--- src/rtl/mem_port_arbiter_pkg.sv ---
// Shared definitions for the external memory port arbiter: bus widths,
// arbiter states, pipeline stall patterns and legacy control constants.
package mem_port_arbiter_pkg;

  localparam logic RstEnable  = 1'b1;
  localparam logic ChipEnable = 1'b1;
  localparam logic Stop       = 1'b1;
  localparam logic NoStop     = 1'b0;

  localparam int unsigned InstAddrBus = 32;
  localparam int unsigned RegBus      = 32;

  typedef enum logic [1:0] {
    ST_IDLE,
    ST_IF_WAIT,
    ST_MEM_WAIT
  } arb_state_e;

  // Stall vector bits: {wb, mem, ex, id, if, pc}
  localparam logic [5:0] STALL_NONE = 6'b000000;
  localparam logic [5:0] STALL_IF   = 6'b000111;
  localparam logic [5:0] STALL_EX   = 6'b001111;
  localparam logic [5:0] STALL_MEM  = 6'b011111;

endpackage

--- src/rtl/mem_port_arbiter_ack_watchdog.sv ---
// Bus acknowledge watchdog: counts waiting cycles and flags the cycle in
// which the LIMIT-th cycle elapses without an acknowledge.
module ack_watchdog #(
  parameter int unsigned LIMIT = 255
) (
  input  logic clk,
  input  logic rst,
  input  logic clr,
  input  logic en,
  output logic timeout
);

  localparam logic [7:0] LAST = 8'(LIMIT - 1);

  logic [7:0] count;

  always_ff @(posedge clk or posedge rst) begin
    if (rst) begin
      count <= '0;
    end else if (clr) begin
      count <= '0;
    end else if (en && (count != 8'hFF)) begin
      count <= count + 8'd1;
    end
  end

  // count holds the number of waiting cycles already completed
  assign timeout = en && !clr && (count == LAST);

endmodule

--- src/rtl/mem_port_arbiter.sv ---
// Arbitrates the single external memory port between instruction fetch and
// the MEM stage, and produces the pipeline stall vector.
module mem_port_arbiter
  import mem_port_arbiter_pkg::*;
#(
  parameter int unsigned ADDR_W      = InstAddrBus,
  parameter int unsigned DATA_W      = RegBus,
  parameter int unsigned SEL_W       = 4,
  parameter int unsigned ACK_TIMEOUT = 255
) (
  input  logic              clk,
  input  logic              rst,
  input  logic              if_ce_i,
  input  logic [ADDR_W-1:0] if_addr_i,
  output logic [DATA_W-1:0] if_inst_o,
  input  logic              mem_req_i,
  input  logic              mem_we_i,
  input  logic [ADDR_W-1:0] mem_addr_i,
  input  logic [DATA_W-1:0] mem_wdata_i,
  input  logic [SEL_W-1:0]  mem_sel_i,
  output logic [DATA_W-1:0] mem_rdata_o,
  input  logic              stallreq_from_ex_i,
  output logic [5:0]        stall_o,
  output logic              bus_req_o,
  output logic              bus_we_o,
  output logic [ADDR_W-1:0] bus_addr_o,
  output logic [DATA_W-1:0] bus_wdata_o,
  output logic [SEL_W-1:0]  bus_sel_o,
  input  logic              bus_ack_i,
  input  logic [DATA_W-1:0] bus_rdata_i,
  output logic              bus_err_o
);

  arb_state_e state, state_next;

  logic waiting;
  logic timeout;
  logic done;
  logic if_done;
  logic mem_done;
  logic abort;
  logic issue_if;
  logic issue_mem;

  ack_watchdog #(
    .LIMIT (ACK_TIMEOUT)
  ) u_watchdog (
    .clk     (clk),
    .rst     (rst),
    .clr     (state == ST_IDLE),
    .en      (waiting),
    .timeout (timeout)
  );

  always_ff @(posedge clk or posedge rst) begin
    if (rst) begin
      state <= ST_IDLE;
    end else begin
      state <= state_next;
    end
  end

  always_comb begin
    state_next = state;
    unique case (state)
      ST_IDLE: begin
        if (mem_req_i) begin
          state_next = ST_MEM_WAIT;
        end else if (if_ce_i == ChipEnable) begin
          state_next = ST_IF_WAIT;
        end
      end
      ST_IF_WAIT, ST_MEM_WAIT: begin
        if (bus_ack_i || timeout) begin
          state_next = ST_IDLE;
        end
      end
      default: state_next = ST_IDLE;
    endcase
  end

  always_comb begin
    waiting   = (state != ST_IDLE);
    done      = waiting && (bus_ack_i || timeout);
    if_done   = (state == ST_IF_WAIT) && done;
    mem_done  = (state == ST_MEM_WAIT) && done;
    abort     = waiting && timeout && !bus_ack_i;
    issue_mem = (state == ST_IDLE) && (state_next == ST_MEM_WAIT);
    issue_if  = (state == ST_IDLE) && (state_next == ST_IF_WAIT);

    if_inst_o   = ((state == ST_IF_WAIT) && bus_ack_i) ? bus_rdata_i : '0;
    mem_rdata_o = ((state == ST_MEM_WAIT) && bus_ack_i) ? bus_rdata_i : '0;

    // A completing (or aborted) requester no longer holds the pipeline
    if (rst == RstEnable) begin
      stall_o = STALL_NONE;
    end else if (mem_req_i && !mem_done) begin
      stall_o = STALL_MEM;
    end else if (stallreq_from_ex_i == Stop) begin
      stall_o = STALL_EX;
    end else if ((if_ce_i == ChipEnable) && !if_done) begin
      stall_o = STALL_IF;
    end else begin
      stall_o = STALL_NONE;
    end
  end

  always_ff @(posedge clk or posedge rst) begin
    if (rst) begin
      bus_req_o   <= 1'b0;
      bus_we_o    <= 1'b0;
      bus_addr_o  <= '0;
      bus_wdata_o <= '0;
      bus_sel_o   <= '0;
      bus_err_o   <= 1'b0;
    end else begin
      bus_err_o <= abort;
      if (issue_mem) begin
        bus_req_o   <= 1'b1;
        bus_we_o    <= mem_we_i;
        bus_addr_o  <= mem_addr_i;
        bus_wdata_o <= mem_wdata_i;
        bus_sel_o   <= mem_sel_i;
      end else if (issue_if) begin
        bus_req_o  <= 1'b1;
        bus_we_o   <= 1'b0;
        bus_addr_o <= if_addr_i;
        bus_sel_o  <= '1;
      end else if (done) begin
        bus_req_o <= 1'b0;
      end
    end
  end

endmodule

--- config.mk ---
export PLATFORM = sky130hd
export DESIGN_NAME = mem_port_arbiter
export DESIGN_NICKNAME = d
export VERILOG_FILES = /design/src/rtl/mem_port_arbiter_pkg.sv /design/src/rtl/mem_port_arbiter_ack_watchdog.sv /design/src/rtl/mem_port_arbiter.sv
export SDC_FILE = /design/constraint.sdc
export NUM_CORES = 1
export LEC_CHECK = 0
export CAP_MARGIN = 15
export CORE_ASPECT_RATIO = 0.8
export CORE_MARGIN = 5
export CORE_UTILIZATION = 39
export CTS_BUF_LIST = sky130_fd_sc_hd__clkbuf_4 sky130_fd_sc_hd__clkbuf_8
export DETAILED_ROUTE_END_ITERATION = 8
export PLACE_DENSITY = 0.88
export SLEW_MARGIN = 20
export SYNTH_ARGS = -nofsm -noshare
export SYNTH_HDL_FRONTEND = slang
export SYNTH_SLANG_ARGS = --single-unit
--- constraint.sdc ---
create_clock -name clk -period 7 [get_ports clk]
set_input_delay 1.4 -clock clk [delete_from_list [all_inputs] [get_ports clk]]
set_output_delay 1.4 -clock clk [all_outputs]
set_load 0.02 [all_outputs]
* Word level (Yosys, flattened, before mapping)
Index checks and enable logic that the tools add are counted.
Operators by class: add/subtract/negate cells 1, reduce and logical (&&, ||, !) cells 25, mux-type cells 21, equal/unequal tests 6
Operators by type and width (count):
- $mux 32 | 4
- $mux 8 | 2
- $logic_and 1x1->1 | 14
- $mux 4 | 3
- $mux 5 | 2
- $add 8x1->8 const B | 1
- $eq 8x8->1 const B | 1
- $ne 8x8->1 const B | 1
- $mux 2 | 3
- $reduce_bool 2->1 | 3
- $mux 1 | 5
- $eq 2x1->1 const B | 2
- $eq 2x2->1 const B | 2
- $logic_not 1->1 | 4
- $pmux 2 s2 | 1
- $mux 3 | 1
- $reduce_bool 3->1 | 1
- $logic_not 2->1 | 1
- $reduce_or 2->1 | 1
- $logic_or 1x1->1 | 1
Storage, ports and cells: register bits 81, word-level logic and storage cells 61, bits of input ports 139, output and inout bits 141

* Depth between registers and ports, before layout
Gate-level depths: netlist of the first run.
depth after elaboration 13, mapped depth 9

* Modules after synthesis
Synthesis of the first run repeated with hierarchy kept, for this count alone.
Unflattened totals: cell total of the unflattened synthesis 361, area total of the unflattened synthesis 4413.0 sq um
Modules (own cells, without submodules):
- mem_port_arbiter | cells an instance 312, times used 1, area an instance 3948.8 sq um, seq. area each 1826.8 sq um
- ack_watchdog | cells an instance 49, times used 1, area an instance 464.2 sq um, seq. area each 200.2 sq um

* Least setup slack after synthesis of the first run
No wires, ideal clock.
path kind input-to-output, start point input port rst, end point output port stall_o[1], stages on the path 4, slack 1.499 ns, data required time 5.600 ns, arrival 4.101 ns, cell sequence inv_1 o211ai_1 o21ai_0 buf_4
On the way: word-level cells in the longest chain between the ends 1
Ends and longest elaborated chain:
- from (decl) | RTL line mem_port_arbiter.sv:12 | input logic rst,
- $mux 5 | RTL line mem_port_arbiter.sv:95 | if (rst == RstEnable) begin
- to (decl) | RTL line mem_port_arbiter.sv:23 | output logic [5:0] stall_o,
No other way between the ends.

* Worst setup path after layout of the first run
start point input port bus_ack_i, end point output port stall_o[0]
On the way: word-level cells in the longest chain between the ends 9
Ends and longest elaborated chain:
- from (decl) | RTL line mem_port_arbiter.sv:29 | input logic bus_ack_i,
- $logic_or 1x1->1 (*) | RTL line mem_port_arbiter.sv:84 | done = waiting && (bus_ack_i || timeout);
- $logic_and 1x1->1 (*) | RTL line mem_port_arbiter.sv:84
- $logic_and 1x1->1 | RTL line mem_port_arbiter.sv:85 | if_done = (state == ST_IF_WAIT) && done;
- $logic_not 1->1 | RTL line mem_port_arbiter.sv:101 | end else if ((if_ce_i == ChipEnable) && !if_done) begin
- $logic_and 1x1->1 | RTL line mem_port_arbiter.sv:101
- $mux 3 | RTL line mem_port_arbiter.sv:101
- $mux 4 | RTL line mem_port_arbiter.sv:99 | end else if (stallreq_from_ex_i == Stop) begin
- $mux 5 (*) | RTL line mem_port_arbiter.sv:97 | end else if (mem_req_i && !mem_done) begin
- $mux 5 (*) | RTL line mem_port_arbiter.sv:95
Every way passes the cells marked *; elsewhere a longest branch is shown, timed or not.

==> results.txt, run 1 <==
The flow ran to the end, and the final reports show no timing, DRC or antenna violations. The number of max-slew violations in the final report came out at 0. The largest fanout on the critical path came out at 69.

The top-level port count came out at 280. The post-cts sizing count came out at 0. The total of max-cap violations is 0. The number of nets with antenna violations after detailed routing is 0. Derived from the worst setup path, the maximum achievable clock frequency is 0.203 GHz. The tightest min-delay check is of the reg -> reg type. The post-route netlist has around 13% of its cells at a drive strength greater than 1. STA puts the critical path data arrival time at roughly 3.5 ns.

The antenna diode instance count came out at 0. The depth of the worst register-to-register path is 8. Summed over all cells, the static leakage comes to about 3.0 nW. The mean routed wirelength per cell came out at between 15 and 20 um. The cell type of the slowest stage on the worst timing path is clkdlybuf4s50_1. For this run, the leading register cell type out of synthesis is dfrtp_1. At the pin with the least slew margin, the transition time is 0.883 ns. The count of buffering cells on the critical path with inverters included is 3. The clock power share is 13.3%. The worst path setup slack after routing came out at 2.07 ns. The synthesized area came out at between 0.004 and 0.005 mm2.

The worst register-to-register path ends at bus_addr_o[0]. The via total after detailed routing came out at just under 4000. The biggest area contributor in the post-synthesis netlist is dfrtp_1. During synthesis, Yosys emitted a total of 0 warnings. The total clock buffers created by CTS is 9. The number of buffers between clock root and the deepest sink is 2.

The internal portion of the total power is 0.00180 W. The sum of negative setup slack is 0 ns. The maximum VDD drop is ~0.25 mV.

The critical path depth in cells came out at 6. For this design the total switching power over the nets is between 0.001 and 0.0015 W. The worst clock skew on the final layout is about 0.0088 ns. The worst setup path is captured at a primary output. The half-perimeter wire length after detailed placement came out at 11800 um.

STA classifies the critical path startpoint as an input pin. The setup violation total in the final timing report came out at 0. The core area came out at slightly above 0.01 mm2. The number of failing hold endpoints at the final stage came out at 0. For this block, the initial DRC count from the detailed router was 220. At the end of routability-driven placement, the weighted congestion stood at 0.898. Setup repair after global routing left no endpoint under its margin. The clock sink total is 81. The worst slew slack as a fraction of its limit is between 40% and 50%. The H-tree generated during clock tree synthesis spans 3 levels. The final cycle utilization of the critical path is 70.5%. Post-CTS timing repair inserted 0 buffers for setup. The via count of the first global-routing pass was 3988. The cell sitting at the root of the clock tree is a clkbuf_8.

Counting every instance in the synthesized netlist gives ~350. The die outline width came out at 124 um. The DRC violation count after routing is 0. The critical path start-end classification is in -> out.

The required time reported for the critical path endpoint came out at approximately 5.6 ns. In the routed layout, each cell is associated on average with a via count of approximately 5.1. Combinational logic burns approximately three fifths of the power. The clock reaches the later pin of the worst-skew pair after roughly 0.34 ns. The height of the chip came out at 101 um. The area added between synthesis and finish came out at 76.8%. Leaving out filler cells and counting taps, the final layout contains roughly 760. The endpoint of the worst setup timing path is stall_o[0]. The fill cell total of the finished layout is 756. The number of enable flip-flop cells after synthesis came out at 0. The clock-pin slew on the worst setup and hold paths came out at around 0.08 ns. The final critical path time including I/O delays and setup came out at between 4 and 5 ns. By instance count, the leading cell after synthesis is dfrtp_1. The delay of the slowest cell on the worst path is 0.59 ns. The number of cells in the design after placement came out at ~750. The critical path goes through clkdlybuf4s50_1 > buf_4 > o21ai_0 > o211ai_1 > o21ai_0 > clkdlybuf4s50_1.

After synthesis, flip-flops and latches occupy approximately half of the total area. The top cell type's share of synthesized area came out at slightly above 50%. The count of buffers added on input and output ports is between 200 and 300. The final-layout worst hold slack came out at roughly 0.51 ns. The switching power as a share of total power came out at between 30% and 40%.

The portion of total power attributed to sequential cells is about 28%. The most critical setup path has its startpoint at bus_ack_i. TritonCTS built the clock tree. Before antenna repair, the detailed router went through 4 iterations. The synthesized design contains between 80 and 90 register bits. The kind of cell with the highest combined delay along the critical path is buffers and inverters. Of all flip-flops after synthesis, the portion carrying an async set or reset was 100%. The overall global routing resource usage is between 20 and 25%. The total wire length is 15000 um.

The row count came out at 33. Synthesis produced a netlist with a net count of ~500. The startpoint identified for the worst register-to-register timing path is state[0]. Counting instances in the post-synthesis netlist gives the leading cell types as dfrtp_1 (81), and3_1 (66), nand2b_1 (34), mux2_2 (32), o221a_2 (18). The count of hold buffers inserted by post-cts repair is 0. The number of antenna violations at the first check in global routing came out at 0.

The wire length of the first global-routing pass is ~22000 um. The floorplan step defined a die boundary enclosing between 0.01 and 0.015 mm2. Entering global routing, the biggest net connects a little over 80 pins. The effective utilization at floorplan came out at around two fifths. The pre-CTS setup slack came out at between 2 and 2.5 ns.

In the post-synthesis netlist, the biggest area contributors are dfrtp_1 (50%), and3_1 (10%), mux2_2 (8.9%), nand2b_1 (5.3%), o221a_2 (5.0%). After the last flow step, the layout net total stands at between 700 and 800. The global-route congestion overflow total is 0. Power spread over the standard cell area amounts to slightly above 400 mW/mm2. The slack of the worst reg-to-reg path came out at between 4 and 5 ns. The number of distinct standard cells referenced by the synthesized netlist came out at 37. The average instance area after synthesis is around 11 um2.
==> state kept, by name (all words and copies together), names as in the netlist <==
register          count
bus_err_o             1
bus_we_o              1
bus_req_o             1
bus_wdata_o          32
bus_addr_o           32
state                 2
bus_sel_o             4
u_watchdog.count      8
==> worst register-to-register path, delay by kind of cell, from the launching register on <==
family	cells	cell delay (ns)
flip-flops	1	0.44
AO/OA/AOI/OAI	3	1.12
buffers and inverters	2	0.52
AND/OR/NAND/NOR	2	0.29
adder cells (fa/ha/maj)	1	0.49
==> how the worst min path moves through the flow <==
stage                         from                   to  cells after the start
2_1_floorplan  u_watchdog.count[2]  u_watchdog.count[2]                      1
3_3_place_gp       bus_wdata_o[11]      bus_wdata_o[11]                      1
3_5_place_dp             bus_req_o            bus_req_o                      1
4_1_cts            bus_wdata_o[26]      bus_wdata_o[26]                      1
5_1_grt            bus_wdata_o[13]      bus_wdata_o[13]                      1
6_report           bus_wdata_o[21]      bus_wdata_o[21]                      1
==> layer usage <==
layer	part of all wire (%)	track usage, %
met2	52	40.9
met4	2.2	6.89
met5	0	0
met3	8.7	6.45
met1	37	27.6
==> power by group through the flow <==
stage	Clock (W)	Sequential [W]	Combinational (W)
3_3_place_gp	0	0.000812	0.00170
6_report	0.000389	0.000819	0.00173
3_5_place_dp	0	0.000830	0.00174
2_1_floorplan	0	0.00107	0.000737
4_1_cts	0.000401	0.000821	0.00174
5_1_grt	0.000422	0.000845	0.00183
==> kinds of logic (layout without fill, tap and decap cells) <==
| logic type | after synthesis | in the layout | share of synthesized area, % |
|---|---|---|---|
| muxes | 32 | 32 | 8.94 |
| buffers and inverters | 40 | 308 | 4.84 |
| and+or+nand+nor | 132 | 132 | 20.0 |
| other | 1 | 1 | 0.0930 |
| adders and majority gates | 6 | 6 | 1.86 |
| xor gates and xnor gates | 3 | 3 | 0.652 |
| AOI/OAI and AO/OA | 59 | 59 | 13.3 |
| DFF | 81 | 81 | 50.3 |
==> cells in the final DEF (no fill, tap or decap), drive strengths merged, types with 2 or more instances in the layout <==
cell type | synthesis | routed
nand2b | 34 | 34
nand4 | 2 | 2
a21oi | 3 | 3
dfrtp | 81 | 81
bufinv | 0 | 2
o221a | 32 | 32
clkdlybuf4s50 | 0 | 278
clkbuf | 16 | 12
nand3b | 2 | 2
nand3 | 4 | 4
and3 | 66 | 66
a211oi | 3 | 3
o22a | 4 | 4
nand2 | 5 | 5
o211ai | 3 | 3
ha | 6 | 6
mux2 | 32 | 32
xnor2 | 3 | 3
inv | 9 | 8
clkinvlp | 0 | 2
nor2 | 11 | 11
a31oi | 2 | 2
nor2b | 2 | 2
buf | 15 | 5
o21ai | 9 | 9
==> through the flow <==
step / total power, W / instance area [um2] / utilization [%]
after CTS: 0.00297 / 7120 / 70.1
final: 0.00293 / 7130 / 70.2
after detailed placement: 0.00257 / 6890 / 67.8
after global placement: 0.00251 / 6890 / 67.8
after floorplan: 0.00181 / 4030 / -
after global routing: 0.00310 / 7130 / 70.2
==> final cells by class <==
| type | instances | area [um2] | area share (%) |
|---|---|---|---|
| multi-input combinational | 233 | 1830 | 25.7 |
| clock inverter | 4 | 75.1 | 1.05 |
| timing repair buffer | 283 | 2820 | 39.6 |
| clock buffer | 12 | 159 | 2.23 |
| sequential | 81 | 2030 | 28.4 |
| tap | 140 | 175 | 2.46 |
| inverter | 9 | 35.0 | 0.491 |
Note: power is estimated with default switching activity, not from simulation.
==> run 2, diff against run 1 <==
--- a/config.mk
+++ b/config.mk
@@ -8,10 +8,10 @@
 export CAP_MARGIN = 15
 export CORE_ASPECT_RATIO = 0.8
 export CORE_MARGIN = 5
-export CORE_UTILIZATION = 39
+export CORE_UTILIZATION = 33
 export CTS_BUF_LIST = sky130_fd_sc_hd__clkbuf_4 sky130_fd_sc_hd__clkbuf_8
 export DETAILED_ROUTE_END_ITERATION = 8
-export PLACE_DENSITY = 0.88
+export PLACE_DENSITY = 0.79
 export SLEW_MARGIN = 20
 export SYNTH_ARGS = -nofsm -noshare
 export SYNTH_HDL_FRONTEND = slang
==> constraint.sdc (replaced) <==
create_clock -name clk -period 4.2 [get_ports clk]
set_input_delay 0.84 -clock clk [delete_from_list [all_inputs] [get_ports clk]]
set_output_delay 0.84 -clock clk [all_outputs]
set_load 0.02 [all_outputs]
==> run 2 against run 1 <==
Net effect: worst hold slack worse by 0.0083 ns; critical path depth up 1; setup slack worse by 1.6 ns; critical endpoint is now stall_o[1].
==> results.txt, run 2 (synthesized netlist as in run 1, its figures left out) <==
The final net count was 765 (+0.39%). The height of the chip was 109 um (+7.9%). The total of max-cap violations came out at 0 (unchanged). The die outline width is 134 um (+8.0%). The via total after detailed routing came out at 3807 (-1.5%). The area after detailed placement is 0.00694 mm2 (+0.76%).

The final non-filler cell total was 775 (+1.7%). The row count was 36 (+9.1%). The number of antenna violations at the first check in global routing is 0 (unchanged). The pre-CTS setup slack is 0.445 ns (-1.66 ns). The share of post-route cells with drive strength above 1 is 12.7% (+0.14 points).

The total power density per cell area was 672 mW/mm2 (+63%). The number of cells in the design after placement is 761 (+2.0%). The top-level port count is 280 (unchanged).

The global-route congestion overflow total came out at 0 (unchanged). The final critical path time including I/O delays and setup is ~3.8 ns. The number of failing hold endpoints at the final stage is 0 (unchanged).

The first-pass detailed-route iteration total is 5 (+1). The post-route cell area is 0.00710 mm2 (-0.33%). The library cells used most frequently in the layout, excluding fill and tap cells, are clkdlybuf4s50_1 (278), dfrtp_1 (81), and3_1 (66).

The worst clock skew on the final layout was 0.0146 ns (+0.00579 ns). The largest fanout on the critical path came out at 14 (-80%). After layout, the worst path uses around 90% of the clock period. The setup path with the least slack is of type reg -> out. The worst path setup slack after routing came out at 0.435 ns (-1.63 ns).

The via count of the first global-routing pass is 3884 (-2.6%). The count of buffers added by post-CTS timing repair for setup is 0 (unchanged). The total clock buffers created by CTS is 9 (unchanged). The largest registers in the layout are bus_addr_o x32, bus_wdata_o x32, u_watchdog.count x8. Compared with the post-synthesis result, the final layout area differs by 76.2%.

The clock sink total is 81 (unchanged). The clock latency on the worst-skew pair is 0.34 ns (about the same). The starting DRC count in detailed routing came out at 237 (+7.7%). The combined flip-flop and latch cell area was 0.00203 mm2 (unchanged).

The fill cell total of the finished layout came out at 1005 (+33%). The area of the die came out at 0.0145 mm2 (+16%). The largest net degree at the start of global routing is 82 (unchanged). The setup violation total in the final timing report came out at 0 (unchanged).

The data arrival time of the critical path was 2.92 ns (-0.61 ns). The effective utilization at floorplan came out at 33.4% (-6.3 points). The pin slew with the least headroom to its limit came out at 0.742 ns (-0.141 ns).

The number of max-slew violations in the final report came out at 0 (unchanged). The half-perimeter wire length after detailed placement came out at 11600 um (-1.6%). The sum of negative setup slack came out at 0 ns (unchanged). The static power due to leakage is 2.98 nW (-0.65%).

The core area came out at 0.0121 mm2 (+19%). The mean routed wirelength per cell is 19.2 um (-3.0%). The area of the multi-input gates came to 0.00183 mm2 (unchanged). The number of buffers between clock root and the deepest sink came out at 2 (unchanged).

The number of nets with antenna violations after detailed routing came out at 0 (unchanged). The count of hold buffers inserted by post-cts repair was 0 (unchanged). The post-cts sizing count came out at 0 (unchanged).

The worst setup path is launched from a flip-flop. The total wire length came out at 14900 um (-1.3%). Setup repair after global routing left no endpoint under its margin. Tracing the worst setup path back leads to its startpoint at state[0].

STA classifies the critical path endpoint as a primary output. The worst hold path belongs to the class reg -> reg. The worst slew slack as a fraction of its limit was 50.5% (+9.4 points).

The routability congestion estimate from global placement came to 0.862 (-4.0%). The clock-pin slew on the worst setup and hold paths is 0.07 ns (about the same). The flow ran to the end, and the final reports show no timing, DRC or antenna violations. The via density per instance came out at 4.91 (-3.2%). In this run the clock root is driven by a clkbuf_8. TritonCTS built the clock tree. The count of buffers from port buffering came out at 278 (unchanged). The startpoint of the worst-slack reg-to-reg timing path is state[0]. The maximum VDD drop came out at 0.286 mV (+13%). The number of H-tree levels came out at 3 (unchanged).

The wire length of the first global-routing pass is 22500 um (+0.56%). The required time reported for the critical path endpoint came out at 3.36 ns (-2.24 ns). The antenna diode instance count is 0 (unchanged). The DRC violation count after routing is 0 (unchanged). The library cell used most frequently in the layout, excluding fill and tap cells, is clkdlybuf4s50_1. The overall global routing resource usage came out at 19.6% (-3.7 points). The start point of the worst min-delay path is bus_req_o. The achievable clock frequency is around 0.27 GHz.
[run 2: cell count changes in the layout (fill, tap and decap cells not counted)]
| cell | before | now |
|---|---|---|
| inv_6 | 0 | 1 |
| buf_4 | 4 | 6 |
| bufinv_16 | 2 | 0 |
| clkinv_2 | 1 | 2 |
| clkbuf_4 | 1 | 0 |
| clkbuf_8 | 11 | 9 |
| buf_12 | 0 | 1 |
| clkinvlp_4 | 2 | 3 |
[run 2: path summary, 6_finish.rpt]
| kind | end | slack [ns] | cells past startpoint |
|---|---|---|---|
| setup reg to reg | bus_addr_o[4] | 1.32 | 7 |
| min in group asynchronous | bus_sel_o[2] | 1.16 | 3 |
| setup / recovery | stall_o[1] | 0.44 | 7 |
| max in group asynchronous | bus_wdata_o[1] | 2.54 | 3 |
| hold / removal | bus_req_o | 0.50 | 1 |
| hold reg to reg | bus_req_o | 0.50 | 1 |
[run 2: final cells by class]
cell class                 count  share of cell area (%)
sequential                    81                    28.5
multi-input combinational    233                    25.8
timing repair buffer         286                    40.2
tap                          152                    2.68
clock buffer                   9                    1.74
clock inverter                 5                   0.476
inverter                       9                   0.528
[run 2: per-stage QoR]
step / hold slack (ns) / util (%) / power [W]
after floorplan: 0.471 / - / 0.00301
after global routing: 0.513 / 58.9 / 0.00505
after global placement: 0.480 / 57.5 / 0.00424
after detailed placement: 0.474 / 57.5 / 0.00433
after CTS: 0.504 / 58.8 / 0.00484
final: 0.502 / 58.9 / 0.00477
[run 2: worst max-delay path, cell delays in order (launching register included)]
cell and delay, ns:
dfrtp_1 0.42, inv_1 0.08, ha_1 0.37, nor4b_2 0.46, o21ai_0 0.17, o211ai_1 0.28, o21ai_0 0.22, clkdlybuf4s50_1 0.59
[run 2: metal layers]
metal  up-vias  track usage [%]  part of all wire (%)
met5         -                0                     0
met4         0             3.45                  0.67
met3         6             4.70                   5.4
met2       114             35.1                    52
met1      1869             24.4                    42
li1       1818                -                     -
[run 2: where the power goes]
group | internal (W) | leakage, nW | switching (W)
Clock | 0.000208 | 0.0774 | 0.000281
Sequential | 0.00116 | 0.955 | 0.000201
Combinational | 0.00149 | 1.95 | 0.00143
